==> config.mk <==
export PLATFORM = sky130hd
export DESIGN_NAME = smart_house_cmd_sender_flat
export DESIGN_NICKNAME = d
export VERILOG_FILES = /design/src/rtl/smart_house_cmd_sender_pkg.sv /design/src/rtl/smart_house_cmd_sender_if.sv /design/src/rtl/smart_house_cmd_sender_rom.sv /design/src/rtl/smart_house_cmd_sender.sv /design/src/flat_wrapper.sv
export SDC_FILE = /design/constraint.sdc
export NUM_CORES = 1
export LEC_CHECK = 0
export CORE_ASPECT_RATIO = 1.4
export CORE_MARGIN = 2
export CORE_UTILIZATION = 45
export CTS_CLUSTER_SIZE = 30
export DETAILED_ROUTE_END_ITERATION = 7
export GPL_TIMING_DRIVEN = 1
export PLACE_DENSITY_LB_ADDON = 0.25
export SETUP_SLACK_MARGIN = 0.3
export SLEW_MARGIN = 40
export SYNTH_ARGS = -nofsm -noshare
export SYNTH_HDL_FRONTEND = slang
export SYNTH_HIERARCHICAL = 1
export SYNTH_SLANG_ARGS = --single-unit
==> constraint.sdc <==
create_clock -name clock -period 2.87 [get_ports clock]
set_input_delay 0.574 -clock clock [delete_from_list [all_inputs] [get_ports clock]]
set_output_delay 0.574 -clock clock [all_outputs]
set_load 0.02 [all_outputs]
==> src/rtl/smart_house_cmd_sender_pkg.sv <==
// Shared smart-house link definitions: command IDs, ASCII constants, keyword tables,
// keyword lengths and the per-command checksum helper.
package smart_house_cmd_sender_pkg;

  typedef enum logic [1:0] {
    CMD_OPENWINDOW  = 2'd0,
    CMD_CLOSEWINDOW = 2'd1,
    CMD_LIGHTON     = 2'd2,
    CMD_MUSICOFF    = 2'd3
  } cmd_id_e;

  typedef enum logic [1:0] {
    S_IDLE  = 2'd0,
    S_SEND  = 2'd1,
    S_CKSUM = 2'd2,
    S_GAP   = 2'd3
  } state_e;

  localparam logic [7:0] IDLE_CHAR = 8'h00;

  localparam logic [7:0] CH_C = 8'h63;
  localparam logic [7:0] CH_D = 8'h64;
  localparam logic [7:0] CH_E = 8'h65;
  localparam logic [7:0] CH_F = 8'h66;
  localparam logic [7:0] CH_G = 8'h67;
  localparam logic [7:0] CH_H = 8'h68;
  localparam logic [7:0] CH_I = 8'h69;
  localparam logic [7:0] CH_L = 8'h6C;
  localparam logic [7:0] CH_M = 8'h6D;
  localparam logic [7:0] CH_N = 8'h6E;
  localparam logic [7:0] CH_O = 8'h6F;
  localparam logic [7:0] CH_P = 8'h70;
  localparam logic [7:0] CH_S = 8'h73;
  localparam logic [7:0] CH_T = 8'h74;
  localparam logic [7:0] CH_U = 8'h75;
  localparam logic [7:0] CH_W = 8'h77;

  localparam int LEN_OPENWINDOW  = 10;
  localparam int LEN_CLOSEWINDOW = 11;
  localparam int LEN_LIGHTON     = 7;
  localparam int LEN_MUSICOFF    = 8;
  localparam int LEN_MAX         = 11;

  // Keyword slots; index 0 is the first char on the wire, unused tail is IDLE_CHAR.
  localparam int KW_SLOTS = 12;
  typedef logic [0:KW_SLOTS-1][7:0] kw_t;

  localparam kw_t KW_OPENWINDOW = {CH_O, CH_P, CH_E, CH_N, CH_W, CH_I, CH_N, CH_D,
                                   CH_O, CH_W, IDLE_CHAR, IDLE_CHAR};
  localparam kw_t KW_CLOSEWINDOW = {CH_C, CH_L, CH_O, CH_S, CH_E, CH_W, CH_I, CH_N,
                                    CH_D, CH_O, CH_W, IDLE_CHAR};
  localparam kw_t KW_LIGHTON = {CH_L, CH_I, CH_G, CH_H, CH_T, CH_O, CH_N, IDLE_CHAR,
                                IDLE_CHAR, IDLE_CHAR, IDLE_CHAR, IDLE_CHAR};
  localparam kw_t KW_MUSICOFF = {CH_M, CH_U, CH_S, CH_I, CH_C, CH_O, CH_F, CH_F,
                                 IDLE_CHAR, IDLE_CHAR, IDLE_CHAR, IDLE_CHAR};

  function automatic kw_t kw_table(cmd_id_e id);
    case (id)
      CMD_OPENWINDOW:  return KW_OPENWINDOW;
      CMD_CLOSEWINDOW: return KW_CLOSEWINDOW;
      CMD_LIGHTON:     return KW_LIGHTON;
      default:         return KW_MUSICOFF;
    endcase
  endfunction

  function automatic int kw_len(cmd_id_e id);
    case (id)
      CMD_OPENWINDOW:  return LEN_OPENWINDOW;
      CMD_CLOSEWINDOW: return LEN_CLOSEWINDOW;
      CMD_LIGHTON:     return LEN_LIGHTON;
      default:         return LEN_MUSICOFF;
    endcase
  endfunction

  // XOR of the keyword chars with bit7 cleared so the beat stays 7-bit ASCII.
  function automatic logic [7:0] kw_cksum(cmd_id_e id);
    kw_t        kw;
    logic [7:0] acc;
    kw  = kw_table(id);
    acc = 8'h00;
    for (int i = 0; i < KW_SLOTS; i++) begin
      if (i < kw_len(id)) acc = acc ^ kw[i];
    end
    return acc & 8'h7F;
  endfunction

endpackage

==> src/rtl/smart_house_cmd_sender_if.sv <==
// Command/char link bundle: the control panel (master) issues commands and paces the
// char stream; the sender (slave) answers with keyword chars and status.
interface smart_house_cmd_sender_if;
  logic       cmd_valid;
  logic [1:0] cmd_id;
  logic       cmd_ready;
  logic [7:0] char_out;
  logic       char_valid;
  logic       char_ready;
  logic       busy;
  logic       done;

  modport master (
    output cmd_valid, cmd_id, char_ready,
    input  cmd_ready, char_out, char_valid, busy, done
  );

  modport slave (
    input  cmd_valid, cmd_id, char_ready,
    output cmd_ready, char_out, char_valid, busy, done
  );
endinterface

==> src/rtl/smart_house_cmd_sender_rom.sv <==
// Combinational keyword ROM: (cmd_id, idx) -> char and cmd_id -> keyword length.
// Address idx == len yields the precomputed checksum beat for that command.
module smart_house_cmd_sender_rom
  import smart_house_cmd_sender_pkg::*;
#(
  parameter int IDX_W = 4
) (
  input  logic [1:0]       i_cmd_id,
  input  logic [IDX_W-1:0] i_idx,
  output logic [7:0]       o_char,
  output logic [IDX_W-1:0] o_len
);

  logic [IDX_W-1:0] w_len_tbl   [4];
  logic [7:0]       w_cksum_tbl [4];
  kw_t              w_kw_tbl    [4];

  generate
    for (genvar gi = 0; gi < 4; gi++) begin : g_cmd
      localparam cmd_id_e ID = cmd_id_e'(2'(gi));
      assign w_len_tbl[gi]   = IDX_W'(kw_len(ID));
      assign w_cksum_tbl[gi] = kw_cksum(ID);
      assign w_kw_tbl[gi]    = kw_table(ID);
    end
  endgenerate

  assign o_len = w_len_tbl[i_cmd_id];

  always_comb begin
    o_char = IDLE_CHAR;
    for (int k = 0; k < KW_SLOTS; k++) begin
      if ((k == int'(i_idx)) && (k < int'(o_len))) o_char = w_kw_tbl[i_cmd_id][k];
    end
    if (i_idx == o_len) o_char = w_cksum_tbl[i_cmd_id];
  end

endmodule

==> src/rtl/smart_house_cmd_sender.sv <==
// Smart-house command sender: serialises a command keyword onto the char stream, then
// idles the line for GAP_CYCLES. Define SENDER_CHECKSUM_EN to append a checksum beat.
module smart_house_cmd_sender
  import smart_house_cmd_sender_pkg::*;
#(
  parameter int GAP_CYCLES = 2,
  parameter int MAX_LEN    = 12
) (
  input logic                       clock,
  input logic                       reset,
  smart_house_cmd_sender_if.slave   bus
);

  localparam int IDX_W = $clog2(MAX_LEN + 1);
  localparam int GAP_W = (GAP_CYCLES > 2) ? $clog2(GAP_CYCLES) : 1;
  localparam logic [GAP_W-1:0] GAP_LOAD = GAP_W'((GAP_CYCLES > 0) ? GAP_CYCLES - 1 : 0);

  generate
    if (LEN_MAX > MAX_LEN) begin : g_len_check
      $error("smart_house_cmd_sender: keyword longer than MAX_LEN");
    end
  endgenerate

  state_e           r_state;
  logic [1:0]       r_cmd;
  logic [IDX_W-1:0] r_idx;
  logic [GAP_W-1:0] r_gap_cnt;
  logic             r_cmd_ready;
  logic [7:0]       r_char_out;
  logic             r_char_valid;
  logic             r_busy;
  logic             r_done;

  logic [1:0]       w_rom_cmd;
  logic [IDX_W-1:0] w_rom_idx;
  logic [7:0]       w_rom_char;
  logic [IDX_W-1:0] w_len;
  logic             w_beat;
  logic             w_kw_end;
  logic             w_last_beat;

  // The ROM always looks one char ahead, so the registered char_out never bubbles.
  assign w_rom_cmd = (r_state == S_IDLE) ? bus.cmd_id : r_cmd;
  assign w_rom_idx = (r_state == S_IDLE) ? '0 : r_idx + 1'b1;

  smart_house_cmd_sender_rom #(
    .IDX_W (IDX_W)
  ) u_rom (
    .i_cmd_id (w_rom_cmd),
    .i_idx    (w_rom_idx),
    .o_char   (w_rom_char),
    .o_len    (w_len)
  );

  assign w_beat   = r_char_valid & bus.char_ready;
  assign w_kw_end = (r_idx == w_len - 1'b1);

`ifdef SENDER_CHECKSUM_EN
  assign w_last_beat = w_beat && (r_state == S_CKSUM);
`else
  assign w_last_beat = w_beat && (r_state == S_SEND) && w_kw_end;
`endif

  always_ff @(posedge clock) begin
    if (reset) begin
      r_state      <= S_IDLE;
      r_cmd        <= 2'd0;
      r_idx        <= '0;
      r_gap_cnt    <= '0;
      r_cmd_ready  <= 1'b1;
      r_char_out   <= IDLE_CHAR;
      r_char_valid <= 1'b0;
      r_busy       <= 1'b0;
      r_done       <= 1'b0;
    end else begin
      r_done <= 1'b0;
      case (r_state)
        S_IDLE: begin
          if (bus.cmd_valid) begin
            r_cmd        <= bus.cmd_id;
            r_idx        <= '0;
            r_busy       <= 1'b1;
            r_cmd_ready  <= 1'b0;
            r_char_valid <= 1'b1;
            r_char_out   <= w_rom_char;
            r_state      <= S_SEND;
          end
        end
        S_SEND, S_CKSUM: begin
          if (w_last_beat) begin
            r_char_valid <= 1'b0;
            r_char_out   <= IDLE_CHAR;
            r_done       <= 1'b1;
            if (GAP_CYCLES == 0) begin
              r_state     <= S_IDLE;
              r_cmd_ready <= 1'b1;
              r_busy      <= 1'b0;
            end else begin
              r_state   <= S_GAP;
              r_gap_cnt <= GAP_LOAD;
            end
          end else if (w_beat) begin
            // With the checksum enabled idx steps to len, where the ROM holds the checksum.
            r_idx      <= w_rom_idx;
            r_char_out <= w_rom_char;
`ifdef SENDER_CHECKSUM_EN
            if (w_kw_end) r_state <= S_CKSUM;
`endif
          end
        end
        S_GAP: begin
          if (r_gap_cnt == '0) begin
            r_state     <= S_IDLE;
            r_cmd_ready <= 1'b1;
            r_busy      <= 1'b0;
          end else begin
            r_gap_cnt <= r_gap_cnt - 1'b1;
          end
        end
        default: r_state <= S_IDLE;
      endcase
    end
  end

  assign bus.cmd_ready  = r_cmd_ready;
  assign bus.char_out   = r_char_out;
  assign bus.char_valid = r_char_valid;
  assign bus.busy       = r_busy;
  assign bus.done       = r_done;

endmodule

==> src/flat_wrapper.sv <==
// flat-port wrapper written by rule: the top's interface ports become plain ports
module smart_house_cmd_sender_flat import smart_house_cmd_sender_pkg::*;
#(
  parameter int GAP_CYCLES = 2,
  parameter int MAX_LEN    = 12
)
  (clock, reset, bus_cmd_valid, bus_cmd_id, bus_char_ready, bus_cmd_ready, bus_char_out, bus_char_valid, bus_busy, bus_done);
  smart_house_cmd_sender_if bus_i ();
  input logic clock;
  input logic reset;
  input wire logic [$bits(bus_i.cmd_valid)-1:0] bus_cmd_valid;
  input wire logic [$bits(bus_i.cmd_id)-1:0] bus_cmd_id;
  input wire logic [$bits(bus_i.char_ready)-1:0] bus_char_ready;
  output wire logic [$bits(bus_i.cmd_ready)-1:0] bus_cmd_ready;
  output wire logic [$bits(bus_i.char_out)-1:0] bus_char_out;
  output wire logic [$bits(bus_i.char_valid)-1:0] bus_char_valid;
  output wire logic [$bits(bus_i.busy)-1:0] bus_busy;
  output wire logic [$bits(bus_i.done)-1:0] bus_done;
  assign bus_i.cmd_valid = bus_cmd_valid;
  assign bus_i.cmd_id = bus_cmd_id;
  assign bus_i.char_ready = bus_char_ready;
  assign bus_cmd_ready = bus_i.cmd_ready;
  assign bus_char_out = bus_i.char_out;
  assign bus_char_valid = bus_i.char_valid;
  assign bus_busy = bus_i.busy;
  assign bus_done = bus_i.done;
  smart_house_cmd_sender #(.GAP_CYCLES(GAP_CYCLES), .MAX_LEN(MAX_LEN)) u_core (.clock(clock), .reset(reset), .bus(bus_i));
endmodule
==> run summary <==
The flow ran to the end, and the final reports show no timing, DRC or antenna violations. The run gives 373.1 MHz as the highest attainable clock frequency. Element type at the critical path start: a register. The run gives 0.173 as the part of the total power dissipated in the clock network.

TritonCTS built the clock tree. The number of antenna diodes in the final layout is 0. At the pin with the least slew margin, the transition time is 0.6361 ns.

Across the VDD grid, the largest voltage drop is 384.2 uV. The static leakage power was 1.243 nW. The worst hold path startpoint is u_core/r_cmd[0]. The floorplan step defined a core boundary enclosing 4274 um^2. Of all cell types, the one taking the most synthesized area is sky130_fd_sc_hd__dfxtp_1.

The max-slew violation count was 0; the worst max-slew margin expressed relative to the limit was 0.5744. The post-detailed-route count of antenna-violating nets was 0; the final-stage net count was 337. The ratio of cells with drive above 1 in the final layout is 0.4132. Dividing the detail-routed via count by the number of cells gives 5.950. The cell depth of the worst flop-to-flop path came out at 13. The number of hold-slack violations in the final timing report is 0, and the number of buffers on the longest clock path is 2. After global routing the overflow that remains totals 0. The tool flagged a number of max-cap violations equal to 0.

Slowest stage cell on the critical path: sky130_fd_sc_hd__mux2_4. The run gives 1.197 mW as the total chip power. The clock input transition at the sequential cells of the worst setup and hold paths is 0.09 ns. The switching part of the total was 0.3805. The height of the chip is 83.22 um, and the post-detailed-placement half-perimeter wirelength is 4536 um. The final critical-path setup slack was 0.1898 ns. In this run the horizontal extent of the chip is 60.58 um. The path with the worst hold slack has its endpoint at u_core/r_cmd[0]. Across all layers, the routed design uses 2243 vias.

The cell area after synthesis was 2017 um^2; the cell count of the worst hold path was 2. Peak per-stage delay on the critical path: 0.38 ns. The area growth from synthesis to layout is 52.73%.

In the final routed layout, each cell accounts on average for 17.35 um. The tools report the final weighted congestion of routability-driven global placement as 0.9434. For this run, the number of Yosys warnings is 6.

The fraction of registers with async set/reset works out to 0. 18 I/O pins were placed. The logs give 314 for the fill cell instance count of the final layout and 0 for the number of remaining DRC errors. The number of H-tree levels is 1. In this run the power spent charging and discharging nets is 0.4555 mW. The first global-routing pass estimated 10140 um of wire. The internal portion of the total power is 0.7417 mW.

Startpoint of the most critical register-to-register path: u_core/r_state[1]. In this run the register-to-register setup slack is 0.19 ns. The run gives 0 as the setup violation total in the final timing report. In this run the clock root is driven by a sky130_fd_sc_hd__clkbuf_8. The minimum clock period after layout is 2.680 ns, and the synthesized area divided by synthesized cell count is 8.133 um^2. The tools report the type of destination of the critical path as a register. The critical-path maximum fanout was 6; the number of placed cells counting well taps was 356. The number of synthesized flops with an enable pin is 0.

Traced cell by cell, the critical path runs through inv_4 > ha_4 > mux2_4 > ha_4 > buf_4 > nor2b_4 > nor2_2 > buf_4 > buf_4 > a22o_1 > a21oi_1 > a31oi_1 > a22o_1. Wires add up to 6542 um. The post-place setup slack came out at -0.3104 ns. Clock tree synthesis found a total of 21 sinks.

The share of Yosys cell area claimed by the top area cell type works out to 0.2084. At the worst endpoint, the arrival time is 2.84 ns. By area the synthesized netlist is led by sky130_fd_sc_hd__dfxtp_1 (21%), sky130_fd_sc_hd__ha_1 (8.1%), sky130_fd_sc_hd__a22o_1 (4.3%), sky130_fd_sc_hd__a21oi_1 (4.0%), sky130_fd_sc_hd__nor2_1 (3.7%). The total track usage is 0.2586, and the setup TNS is 0 ns.

After technology mapping, the gate count stands at 248. The run gives 0.2084 as the share of synthesized area occupied by flip-flops and latches. The tools report the area enclosed by the die boundary as 5041 um^2. Setup repair after global routing could not meet its margin everywhere.

Final worst-path cycle share: 0.9339. The logs give 156 for the number of DRC violations after detailed-routing iteration 0 and 66 for the unique cell type count in the Yosys netlist. The number of nets in the synthesized netlist is 267.

Power spread over the standard cell area amounts to 388.7 nW/um^2. The data required time at the worst endpoint came out at 3.03 ns. The type of the worst min-delay path was register to register. Among all flip-flop cells after synthesis, the most frequent one is sky130_fd_sc_hd__dfxtp_1. The number of global-route vias before repair came out at 2070. Synthesis inferred 21 register bits. The count of buffers added on input and output ports is 17. Entering global routing, the biggest net connects 17 pins.

The worst register-to-register path ends at u_core/bus.char_out[4]. The critical path start-end classification was register to register. After floorplanning, the core was divided into 28 placement rows.

The initial antenna violation count is 0. The first detailed-routing pass ran for 4 iterations. The starting density of the core came out at 0.4719. The logs give 0.27 ns for the clock latency on the worst-skew pair and 0.548 for the portion of total power attributed to combinational logic. The number of buffers added by the clock tree synthesis step is 3, and the number of cells in the finished layout apart from fillers is 377. The logs give 0.4604 ns for the smallest hold slack and 0.279 for the share of total power in sequential cells.

Counting stages on the worst path, the most repeated cell is sky130_fd_sc_hd__buf_4. Clock skew on the completed layout was measured at 0.006507 ns.
-- layout by cell type (no fill, tap or decap), types with 5 or more instances in the layout --
cell type                          n
sky130_fd_sc_hd__buf_4            50
sky130_fd_sc_hd__nor2_1           18
sky130_fd_sc_hd__dfxtp_1          18
sky130_fd_sc_hd__nand2_1          17
sky130_fd_sc_hd__clkdlybuf4s50_1  15
sky130_fd_sc_hd__a21oi_1          15
sky130_fd_sc_hd__a22o_1           10
sky130_fd_sc_hd__buf_6             9
sky130_fd_sc_hd__inv_4             7
sky130_fd_sc_hd__nand3_1           6
sky130_fd_sc_hd__ha_4              6
sky130_fd_sc_hd__ha_1              6
sky130_fd_sc_hd__nor3_1            6
sky130_fd_sc_hd__nor2b_1           5
sky130_fd_sc_hd__nand3b_1          5
sky130_fd_sc_hd__a31oi_1           5
sky130_fd_sc_hd__inv_1             5
sky130_fd_sc_hd__o21ai_1           5
sky130_fd_sc_hd__o21ai_0           5
-- logic make-up after synthesis --
kind of cell	Yosys count	share of synthesized area
flip-flops	21	0.2084
AND/OR/NAND/NOR	89	0.2568
multiplexers	3	0.01861
adder cells (fa/ha/maj)	13	0.08065
buffers and inverters	28	0.07196
AO/OA/AOI/OAI	81	0.2984
other	1	0.001859
XOR/XNOR	12	0.06327
-- stage by stage --
step,util,cell area (um^2)
detailed placement,0.6109,2611
global route,0.7207,3080
finish,0.7207,3080
CTS,0.6920,2958
floorplan,-,2101
global placement,0.6109,2611
-- what timing repair did --
item	4_1_cts	5_1_grt
resized for setup	45	16
pin swaps	27	17
setup endpoints to repair	16	16
hold buffers	0	0
buffers inserted	10	6
gates cloned	1	0
-- worst max-delay path by stage --
stage	to	slack, ns	cells past startpoint	startpoint
after floorplan	u_core/bus.char_out[1]	0.06	14	u_core/r_state[1]
final	u_core/bus.char_out[4]	0.19	13	u_core/r_state[1]
after detailed placement	u_core/bus.char_out[1]	-0.31	10	bus_cmd_id[0]
after global routing	u_core/bus.char_out[0]	0.1	13	u_core/r_state[1]
after global placement	u_core/bus.char_out[4]	-0.32	10	bus_cmd_id[0]
after CTS	u_core/bus.char_out[4]	0.23	14	u_core/r_state[0]
-- sequential cells by signal, indices dropped and copies added (netlist names) --
name	count
u_core/bus.busy	1
u_core/bus.char_out	8
u_core/bus.char_valid	1
u_core/bus.cmd_ready	1
u_core/bus.done	1
u_core/r_cmd	2
u_core/r_gap_cnt	1
u_core/r_idx	4
u_core/r_state	2
-- power groups by stage --
stage	Clock [mW]	Sequential, mW	Combinational [mW]
global placement	0	0.340	0.518
finish	0.207	0.334	0.657
CTS	0.209	0.334	0.612
floorplan	0	0.363	0.304
detailed placement	0	0.342	0.521
global route	0.219	0.338	0.698
-- cells in the mapped netlist (4+ instances only) --
| master | instances |
|---|---|
| sky130_fd_sc_hd__a21oi_1 | 16 |
| sky130_fd_sc_hd__a22o_1 | 10 |
| sky130_fd_sc_hd__a31oi_1 | 6 |
| sky130_fd_sc_hd__buf_2 | 7 |
| sky130_fd_sc_hd__dfxtp_1 | 21 |
| sky130_fd_sc_hd__ha_1 | 13 |
| sky130_fd_sc_hd__inv_1 | 13 |
| sky130_fd_sc_hd__nand2_1 | 19 |
| sky130_fd_sc_hd__nand3_1 | 7 |
| sky130_fd_sc_hd__nand3b_1 | 5 |
| sky130_fd_sc_hd__nor2_1 | 20 |
| sky130_fd_sc_hd__nor2b_1 | 6 |
| sky130_fd_sc_hd__nor3_1 | 7 |
| sky130_fd_sc_hd__o21ai_0 | 5 |
| sky130_fd_sc_hd__o21ai_1 | 6 |
| sky130_fd_sc_hd__xnor2_1 | 4 |
| sky130_fd_sc_hd__xor2_1 | 5 |
-- final cells by class --
cell class	instances	area, um^2	share of cell area
Timing Repair Buffer	80	719.4	0.2336
Sequential cell	21	429.2	0.1393
Multi-Input combinational cell	199	1744	0.5662
Clock inverter	1	5.005	0.001625
Inverter	13	66.31	0.02153
Tap cell	60	75.07	0.02437
Clock buffer	3	41.29	0.01340
-- critical path, delay by kind of cell (launching register included) --
| kind | cells | cell delay [ns] |
|---|---|---|
| and+or+nand+nor | 2 | 0.22 |
| muxes | 1 | 0.38 |
| adders and majority gates | 2 | 0.37 |
| AOI/OAI and AO/OA | 4 | 0.76 |
| buffers and inverters | 4 | 0.47 |
| DFF | 1 | 0.36 |
-- layer usage --
layer,wire (um),share of wire,track usage
met5,0,0,0
met4,310,0.047,0.1265
met3,356,0.054,0.02492
met2,3339,0.51,0.4262
met1,2535,0.39,0.3228
Power figures use the tool's default switching activity.
